`src/rtl/aquila_dbus_router.sv`:
```
// Aquila data-bus router: tag decode, in-flight target tracking, response mux.
// Optional watchdog with FLUSH state and pending buffer under DBUS_WATCHDOG_EN.
module aquila_dbus_router #(
  parameter int XLEN           = 32,
  parameter int N_PORTS        = 4,
  parameter int TAG_MSB        = 31,
  parameter int TAG_LSB        = 28,
  parameter int TW             = TAG_MSB - TAG_LSB + 1,
  parameter logic [N_PORTS*TW-1:0] REGION_TAG = {4'hF, 4'hC, 4'h0, 4'h0},
  parameter logic [N_PORTS-1:0]    REGION_EN  = 4'b1101,
  parameter int DEFAULT_PORT   = 1,
  parameter int TIMEOUT_CYCLES = 1024
) (
  input  logic                    clk_i,
  input  logic                    rst_i,
  input  logic                    p_strobe_i,
  input  logic [XLEN-1:0]         p_addr_i,
  input  logic                    p_rw_i,
  input  logic [XLEN/8-1:0]       p_byte_enable_i,
  input  logic [XLEN-1:0]         p_data_i,
  output logic [XLEN-1:0]         p_data_o,
  output logic                    p_ready_o,
  output logic                    p_error_o,
  output logic                    p_ext_o,
  output logic [N_PORTS-1:0]      t_strobe_o,
  output logic [XLEN-1:0]         t_addr_o,
  output logic                    t_rw_o,
  output logic [XLEN/8-1:0]       t_byte_enable_o,
  output logic [XLEN-1:0]         t_data_o,
  input  logic [N_PORTS*XLEN-1:0] t_data_i,
  input  logic [N_PORTS-1:0]      t_ready_i
);

  localparam int SW = (N_PORTS > 1) ? $clog2(N_PORTS) : 1;

`ifdef DBUS_WATCHDOG_EN
  localparam int CW = $clog2(TIMEOUT_CYCLES);
  localparam logic [CW-1:0] CLIM = CW'(TIMEOUT_CYCLES - 1);
  typedef enum logic [1:0] {S_IDLE, S_BUSY, S_FLUSH} state_t;
`else
  typedef enum logic [0:0] {S_IDLE, S_BUSY} state_t;
`endif

  state_t            r_state, w_state_n;
  logic [SW-1:0]     r_sel;
  logic [SW-1:0]     w_dec_sel;
  logic              w_hit;
  logic [XLEN-1:0]   w_rdata;
  logic              w_rdy;
  logic              w_acc;
  logic [SW-1:0]     w_src_sel;
  logic [XLEN-1:0]   w_src_addr;
  logic              w_src_rw;
  logic [XLEN/8-1:0] w_src_be;
  logic [XLEN-1:0]   w_src_data;

`ifdef DBUS_WATCHDOG_EN
  logic [CW-1:0]     r_cnt, w_cnt_n;
  logic              r_pend_v, w_pend_set, w_pend_clr;
  logic [XLEN-1:0]   r_pend_addr;
  logic              r_pend_rw;
  logic [XLEN/8-1:0] r_pend_be;
  logic [XLEN-1:0]   r_pend_data;
  logic [SW-1:0]     r_pend_sel;
  logic              w_fl_exit;
`endif

  // Lowest-index enabled matching tag wins.
  always_comb begin
    w_dec_sel = SW'(DEFAULT_PORT);
    w_hit     = 1'b0;
    for (int i = 0; i < N_PORTS; i++) begin
      if (!w_hit && REGION_EN[i] &&
          REGION_TAG[i*TW +: TW] == p_addr_i[TAG_MSB:TAG_LSB]) begin
        w_dec_sel = SW'(i);
        w_hit     = 1'b1;
      end
    end
  end

  assign p_ext_o = (w_dec_sel != '0);

  always_comb begin
    w_rdata = '0;
    w_rdy   = 1'b0;
    for (int i = 0; i < N_PORTS; i++) begin
      if (SW'(i) == r_sel) begin
        w_rdata = t_data_i[i*XLEN +: XLEN];
        w_rdy   = t_ready_i[i];
      end
    end
  end

  always_comb begin
    w_state_n  = r_state;
    w_acc      = 1'b0;
    w_src_sel  = w_dec_sel;
    w_src_addr = p_addr_i;
    w_src_rw   = p_rw_i;
    w_src_be   = p_byte_enable_i;
    w_src_data = p_data_i;
    p_ready_o  = 1'b0;
    p_error_o  = 1'b0;
    p_data_o   = '0;
`ifdef DBUS_WATCHDOG_EN
    w_cnt_n    = r_cnt;
    w_pend_set = 1'b0;
    w_pend_clr = 1'b0;
    w_fl_exit  = 1'b0;
`endif
    unique case (r_state)
      S_IDLE: begin
        if (p_strobe_i) begin
          w_acc     = 1'b1;
          w_state_n = S_BUSY;
        end
      end
      S_BUSY: begin
        if (w_rdy) begin
          p_ready_o = 1'b1;
          p_data_o  = w_rdata;
          if (p_strobe_i) w_acc = 1'b1;
          else            w_state_n = S_IDLE;
`ifdef DBUS_WATCHDOG_EN
        end else if (r_cnt == CLIM) begin
          p_ready_o = 1'b1;
          p_error_o = 1'b1;
          w_cnt_n   = '0;
          w_state_n = S_FLUSH;
        end else begin
          w_cnt_n = r_cnt + 1'b1;
`endif
        end
      end
`ifdef DBUS_WATCHDOG_EN
      S_FLUSH: begin
        w_fl_exit = w_rdy || (r_cnt == CLIM);
        w_cnt_n   = r_cnt + 1'b1;
        if (w_fl_exit) begin
          w_cnt_n   = '0;
          w_state_n = S_IDLE;
          if (r_pend_v) begin
            w_acc      = 1'b1;
            w_pend_clr = 1'b1;
            w_src_sel  = r_pend_sel;
            w_src_addr = r_pend_addr;
            w_src_rw   = r_pend_rw;
            w_src_be   = r_pend_be;
            w_src_data = r_pend_data;
            w_state_n  = S_BUSY;
          end else if (p_strobe_i) begin
            w_acc     = 1'b1;
            w_state_n = S_BUSY;
          end
        end else if (p_strobe_i && !r_pend_v) begin
          w_pend_set = 1'b1;
        end
      end
`endif
      default: w_state_n = S_IDLE;
    endcase
`ifdef DBUS_WATCHDOG_EN
    if (w_acc) w_cnt_n = '0;
`endif
    if (rst_i) begin
      w_acc     = 1'b0;
      p_ready_o = 1'b0;
      p_error_o = 1'b0;
      p_data_o  = '0;
    end
  end

  assign t_strobe_o      = w_acc ? (N_PORTS'(1) << w_src_sel) : '0;
  assign t_addr_o        = w_acc ? w_src_addr : '0;
  assign t_rw_o          = w_acc & w_src_rw;
  assign t_byte_enable_o = w_acc ? w_src_be : '0;
  assign t_data_o        = w_acc ? w_src_data : '0;

  always_ff @(posedge clk_i) begin
    if (rst_i) begin
      r_state <= S_IDLE;
      r_sel   <= '0;
    end else begin
      r_state <= w_state_n;
      if (w_acc) r_sel <= w_src_sel;
    end
  end

`ifdef DBUS_WATCHDOG_EN
  always_ff @(posedge clk_i) begin
    if (rst_i) begin
      r_cnt       <= '0;
      r_pend_v    <= 1'b0;
      r_pend_addr <= '0;
      r_pend_rw   <= 1'b0;
      r_pend_be   <= '0;
      r_pend_data <= '0;
      r_pend_sel  <= '0;
    end else begin
      r_cnt <= w_cnt_n;
      if (w_pend_clr) r_pend_v <= 1'b0;
      if (w_pend_set) begin
        r_pend_v    <= 1'b1;
        r_pend_addr <= p_addr_i;
        r_pend_rw   <= p_rw_i;
        r_pend_be   <= p_byte_enable_i;
        r_pend_data <= p_data_i;
        r_pend_sel  <= w_dec_sel;
      end
    end
  end
`endif

endmodule

```
`config.mk`:
```
export PLATFORM = sky130hd
export DESIGN_NAME = aquila_dbus_router
export DESIGN_NICKNAME = d
export VERILOG_FILES = /design/src/rtl/aquila_dbus_router.sv
export SDC_FILE = /design/constraint.sdc
export NUM_CORES = 1
export LEC_CHECK = 0
export BUFFER_PORTS_ARGS = -buffer_cell sky130_fd_sc_hd__buf_2
export CORE_AREA = 4 4 119 121
export CTS_CLUSTER_DIAMETER = 60
export DETAILED_ROUTE_END_ITERATION = 10
export DIE_AREA = 0 0 123 125
export PLACE_DENSITY = 0.51
export REMOVE_ABC_BUFFERS = 1
export SLEW_MARGIN = 20
export SYNTH_ARGS = -nofsm -noshare
export SYNTH_HDL_FRONTEND = slang
export SYNTH_SLANG_ARGS = --single-unit
```
`constraint.sdc`:
```
create_clock -name clk_i -period 1.8 [get_ports clk_i]
set_clock_uncertainty 0.2 [all_clocks]
set_input_delay 0 -clock clk_i [delete_from_list [all_inputs] [get_ports clk_i]]
set_output_delay 0 -clock clk_i [all_outputs]
set_load 0.005 [all_outputs]
```
==> impl_metrics.csv <==
group,metric,value,unit
status,status,"finished with violations",
status,failed_checks,"negative setup slack",
placement,pre_cts_ws,0.0656,ns
synthesis,synth_top_area_share,0.422,
synthesis,syn_area,1760,sq um
placement,io_buffers,310,
power_and_ir_drop,p_per_area,314,nW/um^2
synthesis,yosysSeqAreaShare,0.0341,
synthesis,yosys.area_share.simple,0.405,
synthesis,synth_compound_area_frac,0.0454,
layout,fill_cells,1442,
synthesis,synth_cell_types,28,
timing,finalSetupViolCount,107,
worst_setup_path,path_delay_family,"buffers and inverters",
global_route,grt_max_degree,70,
synthesis,synth-seq-cells,3,
floorplan,die_w,123,microns
synthesis,synthArstFlopShare,0,
global_route,grt_pass1_vias,2950,
worst_setup_path,cpMaxStageDelayCell,"dfxtp_2",
synthesis,synth_fa_ha_area_frac,0,
timing,fmax,505,MHz
worst_setup_path,crit_arrival,1.78,ns
worst_setup_path,worst-setup-path-type,"reg -> out",
timing,finalHoldViolations,0,
worst_setup_path,crit_path_end_kind,"primary output",
synthesis,ys_warn_count,0,
floorplan,rows,42,
timing,min_period_over_period,1.10,
floorplan,initial_core_util,0.135,
min_path,hold_path.class,"in -> reg",
synthesis,syn_avg_cell_area,9.38,sq um
worst_setup_path,cp.required,1.60,ns
drt,wl,11600,microns
drt,drc,0,
synthesis,synth_top_cells_by_count,"and2_1, mux4_2, nor2b_1, buf_2, clkbuf_2",
floorplan,io_pins,312,
synthesis,synthMuxAreaShare,0.435,
synthesis,synth_edf_count,0,
global_route,grt_pass1_wl,16000,microns
drt,dr.pass1.iters,4,
worst_setup_path,slowest_delay,0.33,ns
layout,fin_area,3820,sq um
timing,maxSlewViolCount,0,
cts,clk_pin_slew,0.03,ns
drt,drtAntennaViolNets,0,
worst_setup_path,cp_cell_sequence,"buf_6, mux2i_4, a221oi_4, buf_4, clkbuf_16, and2_1, buf_2",
drt,vias,2791,
worst_setup_path,path_max_fanout,17,
worst_setup_path,reg2reg_slack,-0.09,ns
drt,drtIter0Drc,75,
synthesis,synth_xor_area_frac,0.00994,
worst_setup_path,critPathLaunchType,"register",
timing,rsz0062_at_grt,"yes",
placement,gp_congestion,0.849,
synthesis,postSynthCellCount,188,
floorplan,dieArea,15400,sq um
worst_setup_path,rr_startpoint,"r_sel[1]$_SDFFE_PP0P_",
job,drv_cap,0,
cts,clock_latency,0.23,ns
global_route,antenna_found_initial,0,
synthesis,synth_top_area_cell,"mux4_2",
cts,clockRootBuffer,"clkbuf_16",
layout,area_growth,117,%
cts,cts_num_sinks,3,
drt,vias_per_cell,4.10,
synthesis,synth_top_family_by_area,"multiplexers",
placement,postPlaceCellArea,3530,sq um
synthesis,synth_ff_type,"dfxtp_1",
layout,diodes,0,
timing,tns,-14.46,ns
power_and_ir_drop,p_leak,2.09,nW
floorplan,die_h,125,microns
timing,period_needed,1.98,ns
placement,dpl.cell_count,663,
global_route,gr-total-overflow,0,
floorplan,design.core.area,13100,sq um
cts,cts_buffer_depth,2,
layout,drive_gt1_frac,0.737,
layout,nets,710,
synthesis,synth_top_cells_by_area,"mux4_2, and2_1, nor2b_1",
drt,wl_per_cell,17.0,microns
synthesis,post-synth-top-count-cell,"and2_1",
cts,cts_buffers,3,
global_route,grtUsageTotal,0.132,
placement,hpwlAfterDp,9870,microns
worst_setup_path,crit_buf_inv,4,
cts,htreeDepth,1,
min_path,hold_path_startpoint,"p_addr_i[29]",
cts,cts_tree,"built",
timing,setup_ws,-0.180,ns
power_and_ir_drop,ir_drop,0.171,mV
layout,layoutNonFillerInstCount,681,
worst_setup_path,startpoint,"r_sel[1]$_SDFFE_PP0P_",
## area by class of cell
cell class,count,area [sq um],share of cell area
Tap cell,176,220,0.0576
Timing Repair Buffer,332,1830,0.479
Multi-Input combinational cell,163,1620,0.423
Clock buffer,4,78.8,0.0206
Inverter,3,11.3,0.00295
Sequential cell,3,65.1,0.0170
## per-stage QoR
stage                     power (mW)  hold slack (ns)  utilization
after floorplan                0.393           -0.165            -
after global placement         0.775           0.0195        0.269
after CTS                       1.19           0.0236        0.285
final                           1.20           0.0263        0.292
after detailed placement       0.786           0.0242        0.269
after global routing            1.28           0.0501        0.292
## path summary, 6_finish.rpt
path | end | cells after the start
max | t_data_o[15] | 7
min | r_sel[0]$_SDFFE_PP0P_ | 3
max reg2reg | r_sel[1]$_SDFFE_PP0P_ | 6
min reg2reg | r_sel[0]$_SDFFE_PP0P_ | 3
## placed cells by master, fill, tap and decap left out, types with 2 or more instances in the layout
cell	n
xor2_1	2
nand2_1	4
clkbuf_16	4
mux4_2	33
dlygate4sd3_1	5
nand2b_1	2
buf_6	4
a31oi_1	2
nor2b_1	33
and2_1	69
buf_4	8
nor2_1	3
buf_2	309
inv_1	3
buf_12	3
## cell families after synthesis
family	after synthesis
XOR/XNOR	2
AO/OA/AOI/OAI	8
buffers and inverters	22
multiplexers	35
flip-flops	3
other	1
AND/OR/NAND/NOR	117
## state kept, by name, summed over array words and instances (netlist names)
register / count
r_sel: 2
r_state: 1
## routing by layer
layer  global-route usage  routed length [microns]  vias to the layer above
met4               0.0221                      114                        0
met3               0.0388                     1380                        8
met2                0.247                     5880                      194
met1                0.148                     4200                     1287
met5                    0                        0                        -
li1                     -                        -                     1302
## where the power goes
| group | switching [mW] | internal, mW | total [mW] |
|---|---|---|---|
| clock | 0.0688 | 0.293 | 0.362 |
| combinational | 0.282 | 0.476 | 0.758 |
| sequential | 0.00919 | 0.0716 | 0.0808 |
| total | 0.360 | 0.840 | 1.20 |
## timing repair
action | CTS | global route
gates cloned | 1 | 2
hold buffers | 5 | 0
endpoints found under the setup margin | 106 | 107
setup buffers | 3 | 3
resized for setup | 6 | 7
endpoints found under the hold margin | 3 | 0
pin swaps | 4 | 4
## worst register-to-register path, stage by stage (launching register included)
cell and delay, ns:
dfxtp_2 0.33, buf_6 0.12, mux2i_4 0.19, buf_6 0.13, a221o_1 0.40, buf_4 0.17, o32ai_2 0.25
Power figures use the tool's default switching activity.
